===== src/rtl/ct_spsram_512x52_ctrl.sv =====
// ct_spsram_512x52_ctrl
//   Access controller for one 512x52 single-port SRAM macro. After reset it
//   zero-fills the whole array, then serves read/write requests over a
//   valid/ready handshake. Read data returns in order through a 2-entry
//   response FIFO, so response backpressure never drops SRAM data.
//
// Ports
//   forever_cpuclk, cpurst_b      : clock, async active-low reset
//   req_vld/req_rdy               : request handshake
//   req_wr, req_addr              : 1=write / 0=read, word address
//   req_wdata, req_wmask          : write data, per-bit write enable (active-high)
//   rsp_vld/rsp_rdy, rsp_rdata    : read response handshake and data
//   init_done                     : array clear finished
//   sram_A/CEN/GWEN/D/WEN, sram_Q : SRAM macro interface (active-low controls)
module ct_spsram_512x52_ctrl #(
   parameter int ADDR_WIDTH = 9,
   parameter int DATA_WIDTH = 52,
   parameter int RSP_DEPTH  = 2
) (
   input  logic                  forever_cpuclk,
   input  logic                  cpurst_b,
   input  logic                  req_vld,
   output logic                  req_rdy,
   input  logic                  req_wr,
   input  logic [ADDR_WIDTH-1:0] req_addr,
   input  logic [DATA_WIDTH-1:0] req_wdata,
   input  logic [DATA_WIDTH-1:0] req_wmask,
   output logic                  rsp_vld,
   input  logic                  rsp_rdy,
   output logic [DATA_WIDTH-1:0] rsp_rdata,
   output logic                  init_done,
   output logic [ADDR_WIDTH-1:0] sram_A,
   output logic                  sram_CEN,
   output logic                  sram_GWEN,
   output logic [DATA_WIDTH-1:0] sram_D,
   output logic [DATA_WIDTH-1:0] sram_WEN,
   input  logic [DATA_WIDTH-1:0] sram_Q
);

   typedef enum logic {ST_INIT, ST_RUN} state_t;

   state_t                                state, state_nxt;
   logic [ADDR_WIDTH-1:0]                 init_cnt;
   logic                                  inflight;     // read issued last cycle, Q valid now
   logic [RSP_DEPTH-1:0][DATA_WIDTH-1:0]  rsp_buf;
   logic                                  wr_ptr, rd_ptr;
   logic [1:0]                            count;

   logic fire, rd_fire, wr_fire, push, pop;

   assign fire    = req_vld & req_rdy;
   assign rd_fire = fire & ~req_wr;
   // a write with an all-zero mask is accepted but never touches the macro
   assign wr_fire = fire & req_wr & (|req_wmask);
   assign push    = inflight;
   assign rsp_vld = (count != 2'd0);
   assign pop     = rsp_vld & rsp_rdy;

   assign rsp_rdata = rsp_buf[rd_ptr];
   assign init_done = (state == ST_RUN);

   // Occupancy is taken after this cycle's pop so a continuously drained
   // buffer sustains one read per cycle; the entry freed by the pop covers
   // the read issued now. pop never exceeds count, so this cannot wrap.
   assign req_rdy = (state == ST_RUN) &&
                    ((count + {1'b0, inflight} - {1'b0, pop}) < 2'd2);

   always_ff @(posedge forever_cpuclk or negedge cpurst_b) begin
      if (!cpurst_b) state <= ST_INIT;
      else           state <= state_nxt;
   end

   always_comb begin
      state_nxt = state;
      sram_CEN  = 1'b1;
      sram_GWEN = 1'b1;
      sram_WEN  = '1;
      sram_A    = '0;
      sram_D    = '0;
      case (state)
         ST_INIT: begin
            // gated by reset so the macro sees no access while reset is held
            if (cpurst_b) begin
               sram_CEN  = 1'b0;
               sram_GWEN = 1'b0;
               sram_WEN  = '0;
               sram_A    = init_cnt;
            end
            if (init_cnt == {ADDR_WIDTH{1'b1}}) state_nxt = ST_RUN;
         end
         ST_RUN: begin
            if (rd_fire) begin
               sram_CEN = 1'b0;
               sram_A   = req_addr;
            end else if (wr_fire) begin
               sram_CEN  = 1'b0;
               sram_GWEN = 1'b0;
               sram_A    = req_addr;
               sram_D    = req_wdata;
               sram_WEN  = ~req_wmask;
            end
         end
         default: state_nxt = ST_INIT;
      endcase
   end

   always_ff @(posedge forever_cpuclk or negedge cpurst_b) begin
      if (!cpurst_b) begin
         init_cnt <= '0;
         inflight <= 1'b0;
      end else begin
         if (state == ST_INIT) init_cnt <= init_cnt + 1'b1;
         inflight <= rd_fire;
      end
   end

   always_ff @(posedge forever_cpuclk or negedge cpurst_b) begin
      if (!cpurst_b) begin
         rsp_buf <= '0;
         wr_ptr  <= 1'b0;
         rd_ptr  <= 1'b0;
         count   <= 2'd0;
      end else begin
         if (push) begin
            rsp_buf[wr_ptr] <= sram_Q;
            wr_ptr          <= ~wr_ptr;
         end
         if (pop) rd_ptr <= ~rd_ptr;
         count <= count + {1'b0, push} - {1'b0, pop};
      end
   end

endmodule

===== config.mk =====
export PLATFORM = sky130hd
export DESIGN_NAME = ct_spsram_512x52_ctrl
export DESIGN_NICKNAME = d
export VERILOG_FILES = /design/src/rtl/ct_spsram_512x52_ctrl.sv
export SDC_FILE = /design/constraint.sdc
export NUM_CORES = 1
export LEC_CHECK = 0
export BUFFER_PORTS_ARGS = -buffer_cell sky130_fd_sc_hd__buf_2
export CORE_AREA = 4 4 128 130
export DETAILED_ROUTE_END_ITERATION = 6
export DIE_AREA = 0 0 132 134
export PLACE_DENSITY = 0.71
export SYNTH_ARGS = -nofsm -noshare
export SYNTH_HDL_FRONTEND = slang
export SYNTH_SLANG_ARGS = --single-unit
export TNS_END_PERCENT = 5

===== constraint.sdc =====
create_clock -name forever_cpuclk -period 6.78 [get_ports forever_cpuclk]
set_input_delay 0.339 -clock forever_cpuclk [delete_from_list [all_inputs] [get_ports forever_cpuclk]]
set_output_delay 0.339 -clock forever_cpuclk [all_outputs]
set_load 0.02 [all_outputs]

Word-level counts from Yosys, hierarchy flattened
Index checks and enable logic that the tools add are counted.
Operators by class
  $add $sub $neg: 3
  magnitude comparators: 4
  equal/unequal tests: 1
  mux-type cells: 24
  bitwise gates (word level): 10
  reductions and logical operators: 4
Operators by type and width (count)
  two-way mux 52 bit: 9
  bitwise mux 104 bit: 1
  one-hot mux 52 bit (2 select lines): 1
  demux 52 bit (select 1 bit): 1
  NOT 52 bit: 1
  OR reduction 52 bit: 1
  two-way mux 9 bit: 3
  one-hot mux 9 bit (2 select lines): 1
  adder 9 x 1 -> 9 bit, second input constant: 1
  == test 9 bit, second input constant: 1
  two-way mux 1 bit: 6
  bitwise AND 1 bit: 5
  less-than comparator 1 x 2 -> 1 bit, second input constant: 2
  NOT 1 bit: 4
  one-hot mux 1 bit (2 select lines): 2
  adder 2 x 1 -> 2 bit: 1
  logical AND 1 bit: 2
  less-than comparator 2 bit, second input constant: 1
  nonzero test 2 bit: 1
  subtractor 2 x 1 -> 2 bit: 1
  >= comparator 1 bit, second input constant: 1
Word-level totals
  flip-flop bits (word level): 119
  input port bits: 170
  output and inout bits: 170
  logic and storage cells: 54

Depth between registers and ports, before layout
  word-level depth: 11
  mapped depth: 12
  gate-level depth less buffers: 9

Worst setup path after synthesis
OpenSTA, ideal clock, no wires.
  kind: reg-to-output
  start point: reg count[0]
  end point: out sram_WEN[10]
  arrival time: 2.630 ns
  data required time: 6.441 ns
  slack: 3.811 ns
  stages on the path, launching flop included: 13
  path buffers: 3
  path through: dfrtp_1 -> or2_2 -> and2_1 -> ha_1 -> inv_1 -> ha_1 -> xor3_1 -> nor2_1 -> and2_1 -> buf_2 -> buf_2 -> buf_2 -> a21oi_1
Between the ends
  cells in the longest elaborated chain, start to end: 11
  elaborated cells on any way between the ends: 13
  classes of those cells: add/sub (2); order compare (1); mux (3); bitwise (5); reduce/logical (2)
RTL lines
  start, declared: RTL line 47  | logic [1:0] count;
  start signal, assigned: RTL line 129  | count <= count + {1'b0, push} - {1'b0, pop};
  nonzero test 2 bit (*): RTL line 56  | assign rsp_vld = (count != 2'd0);
  net rsp_vld: RTL line 28  | output logic rsp_vld,
  bitwise AND 1 bit (*): RTL line 57  | assign pop = rsp_vld & rsp_rdy;
  net pop: RTL line 49  | logic fire, rd_fire, wr_fire, push, pop;
  subtractor 2 x 1 -> 2 bit (*): RTL line 66  | ((count + {1'b0, inflight} - {1'b0, pop}) < 2'd2);
  less-than comparator 2 bit (*): RTL line 66
  logical AND 1 bit (*): RTL line 65  | assign req_rdy = (state == ST_RUN) &&
  bitwise AND 1 bit (*): RTL line 51  | assign fire = req_vld & req_rdy;
  bitwise AND 1 bit (2 in a row): RTL line 54  | assign wr_fire = fire & req_wr & (|req_wmask);
  two-way mux 52 bit: RTL line 95  | end else if (wr_fire) begin
  two-way mux 52 bit (*): RTL line 92  | if (rd_fire) begin
  one-hot mux 52 bit (2 select lines) (*): RTL line 80  | case (state)
  end, declared: RTL line 36  | output logic [DATA_WIDTH-1:0] sram_WEN,
The timed path passes the listed nets; every way through them passes the cells marked *.

Worst setup path after layout
  start point: reg count[0]
  end point: out sram_D[42]
Between the ends
  cells in the longest elaborated chain, start to end: 11
  elaborated cells on any way between the ends: 13
  classes of those cells: add/sub (2); order compare (1); mux (3); bitwise (5); reduce/logical (2)
RTL lines
  nonzero test 2 bit (*): RTL line 56
  bitwise AND 1 bit (*): RTL line 57
  net pop: RTL line 49
  subtractor 2 x 1 -> 2 bit (*): RTL line 66
  less-than comparator 2 bit (*): RTL line 66
  logical AND 1 bit (*): RTL line 65
  bitwise AND 1 bit (*): RTL line 51
  bitwise AND 1 bit (2 in a row): RTL line 54
  two-way mux 52 bit: RTL line 95
  two-way mux 52 bit (*): RTL line 92
  two-way mux 52 bit (*): RTL line 80
  end, declared: RTL line 35  | output logic [DATA_WIDTH-1:0] sram_D,
Marked as above.

==> results.md <==
- Outcome: complete, no violations
- Worst Skew: ~0.015 ns
- Most frequent standard cell in the layout excluding fill and tap cells: buf_2
- Mean Syn Cell Area: 12.22 um^2
- RSZ-0062 raised after global routing: no
- Max FO, Critical Path: 105
- Seq pwr share: roughly a third
- Clock latency reported for the late side of the worst-skew pair: 0.42 ns
- Reg-to-reg setup timing slack: 4.89 ns
- Number of hold violations in the final report: 0
- Slowest Stage Delay on Critical Path: 0.67 ns
- Antenna violations before repair: 10
- Start of the worst register-to-register path: count[0]
- Total routing resource utilization after global routing: 23.22%
- Mapped cell area: 0.006075 mm^2
- Maximum resistive drop on vdd: about 0.17 mV
- Library cell occupying the most area in the post-synthesis netlist: dfrtp_1
- Routability Congestion: 0.9411
- Leftover overflow at the end of global routing: 0
- Antenna viol nets, final: 0
- Final number of max-transition violations: 0
- Post-CTS setup buffers: 0
- First-pass iteration count of the detailed router: 4
- Biggest area contributors in the synthesized netlist: dfrtp_1, mux2_2, and3_1
- Wire length of the first global-routing pass: 31.66 mm
- Warnings, synthesis: 0
- Fraction of synthesized area in multiplexers: between 20% and 30%
- Layout cells sized above 1: 65.38%
- Pin slew with the least headroom to its limit: around 1.3 ns
- Sinks on the clock net: 119
- Worst setup path endpoint: sram_D[42]
- Number of I/O port buffers: approximately 340
- Total number of H-tree levels: 4
- Number of setup violations in the final report: 0
- Pin count of the biggest net entering global routing: about 110
- Crit end category: output pin
- I/O pin cnt: 340
- Number of CTS-inserted buffers: 17
- Die width: 132 um
- Wirelength, routed: 21.04 mm
- Number of distinct library cell variants in the gate-level netlist after synthesis: 26
- Root Buffer Master: clkbuf_16
- Combinational family with the most area after synthesis: multiplexers
- TritonCTS clock tree: built
- Net switching fraction of the power: 29.81%
- Synth Net Count: about 670
- Number of flops mapped to enable cells by yosys: 0
- Post-synth ARST share: 100.0%
- Placement Rows: 45
- Worst EP arrival: 3.97 ns
- Max transition margin: 13.91%
- Count of hold-fix buffers inserted at cts: 0
- Net switching power: ~660 uW
- Clock transition at the register clock pins on the worst setup and hold paths after CTS: around 0.050 ns
- Max clock buf depth: 2
- Area fraction in compound gates after synthesis: 5.932%
- Vias: roughly 5400
- Fraction of power consumed by the clock network: approximately two fifths
- Crit share post-route: 63.61%
- Iteration-0 DRC count of the detailed router: 228
- Cell Pwr Density: 264.1 mW/mm^2
- Worst setup path startpoint: count[0]
- Length in cells of the worst reg-to-reg path: 7
- Starting density of the core: 40.11%
- Hold Path Class: input pin to async pin
- Post-Synth XOR/XNOR Area: 1.689%
- Critical path startpoint category: flop
- Sequential share of the synthesized area: 49.02%
- Static leakage: 0.004663 uW
- Internal power summed over all cells: 1563 uW
- Maximum clock frequency: 231.9 MHz
- Floorplan core area: ~0.015 mm^2
- Commonest register cell after synthesis: dfrtp_1
- Drt wl/cell: approximately 21 um
- Post-synthesis register bit count: 119
- Endpoint of the worst register-to-register path: inflight
- Growth of design area from synthesis to finish: 38.83%
- Die outline area: 0.01769 mm^2
- Path type of the worst setup path: flop to output pin
- Final HPWL from detailed placement: 16.17 mm
- Most used cells in the layout excluding fill and tap cells: buf_2, mux2_2, dfrtp_1
- Cell at the slowest stage of the critical path: buf_4
- Share of synthesized cell area in full adder, half adder and majority cells: less than 1%
- Overall die height: 134 um
- Per-cell via count in the routed design: 5.310
- Time the worst path needs with I/O delays and setup: roughly 4.3 ns
- Post-Place Cell Area: between 0.007 and 0.008 mm^2
- Max-cap violation count: 0
- Number of cells produced by synthesis: 497
- Basic-gate share of the synthesized area counting and, or, nand and nor cells: 9.372%
- Critical path, cell by cell: or2_2, and2_1, ha_1, inv_1, ha_1, xor3_1, nor2_1, and2_2, buf_4, and3_1, buf_2
- DRC viols: 0
- Combinational Power Share: between 20% and 30%
- CP required: 6.44 ns
- Critical path's most frequent cell: ha_1
- Count of instances resized after the clock tree is built: 0
- Top-area cell type share of the netlist area: 49.02%
- Vias in the first global route: 5479
- Final instance area: about 0.0084 mm^2
- Post-layout net count: 990
- TNS Setup: 0 ns
==> area by class of cell <==
cell class                 instances  area (um^2)
sequential                       119         2979
multi-input combinational        330         2880
fill                            1353         6713
tap                              188        235.2
clock inverter                     8        96.34
inverter                           3        11.26
antenna                            2        5.005
clock buffer                      24        481.7
timing repair buffer             345         1744
==> synth_stat cells, types with 5 or more instances <==
cell type,instances
buf_1,10
a21oi_1,54
buf_6,6
clkbuf_1,21
nand2_1,6
mux2_2,158
buf_2,8
nand3_1,5
nor2_1,6
and3_1,49
nor4_1,12
xor2_1,5
a32o_1,9
dfrtp_1,119
==> power by group through the flow <==
stage	clock network, uW	logic (uW)	registers, uW
final	870	602	756
after global placement	0	607	767
after floorplan	0	392	756
after CTS	888	611	756
after global routing	924	643	759
after detailed placement	0	608	768
==> flip-flops by register name (all words and copies together), names as in the netlist <==
name and cells:
wr_ptr 1, init_cnt 9, rsp_buf 104, init_done 1, count 2, inflight 1, rd_ptr 1
==> routing by layer <==
| layer | wire length, um | global-route usage (%) | vias up |
|---|---|---|---|
| li1 | - | - | 2475 |
| met1 | 8147 | 27.26 | 2639 |
| met2 | 10520 | 39.54 | 243 |
| met3 | 1857 | 8.627 | 40 |
| met4 | 416 | 7.585 | 14 |
| met5 | 96 | 0 | - |
==> worst max-delay path, delay by kind of cell, from the launching register on <==
kind          cells  cell delay (ns)
buf+inv           3             0.91
fa+ha+maj         2             0.41
flops             1             0.37
xor+xnor          1             0.27
simple gates      5             1.54
==> how the worst min path moves through the flow <==
stage          startpoint           to  slack [ns]  depth (start not counted)
5_1_grt          cpurst_b  rsp_buf[57]        0.07                          1
4_1_cts          cpurst_b   rsp_buf[8]        0.03                          1
3_5_place_dp     cpurst_b  rsp_buf[57]        0.47                          1
2_1_floorplan    cpurst_b     count[0]        0.04                          0
3_3_place_gp     cpurst_b   rsp_buf[5]        0.47                          1
6_report         cpurst_b   rsp_buf[5]        0.02                          1
==> metrics by stage <==
step	hold WS, ns	setup WS [ns]	power, uW	instances	util (%)
CTS	0.02877	2.497	2255	1017	55.65
global placement	0.4734	3.010	1374	985	51.83
global route	0.07479	2.231	2326	1019	55.68
floorplan	0.04341	3.811	1148	497	-
finish	0.02004	2.467	2227	1019	55.68
detailed placement	0.4745	2.938	1375	985	51.83
==> cells by family (layout without fill, tap and decap cells) <==
| group | count (synthesis) | in the layout |
|---|---|---|
| AO/OA/AOI/OAI | 63 | 63 |
| other | 0 | 2 |
| XOR/XNOR | 10 | 10 |
| AND/OR/NAND/NOR | 95 | 95 |
| flip-flops | 119 | 119 |
| buffers and inverters | 48 | 380 |
| adder cells (fa/ha/maj) | 4 | 4 |
| multiplexers | 158 | 158 |
Note: power is estimated with default switching activity, not from simulation.
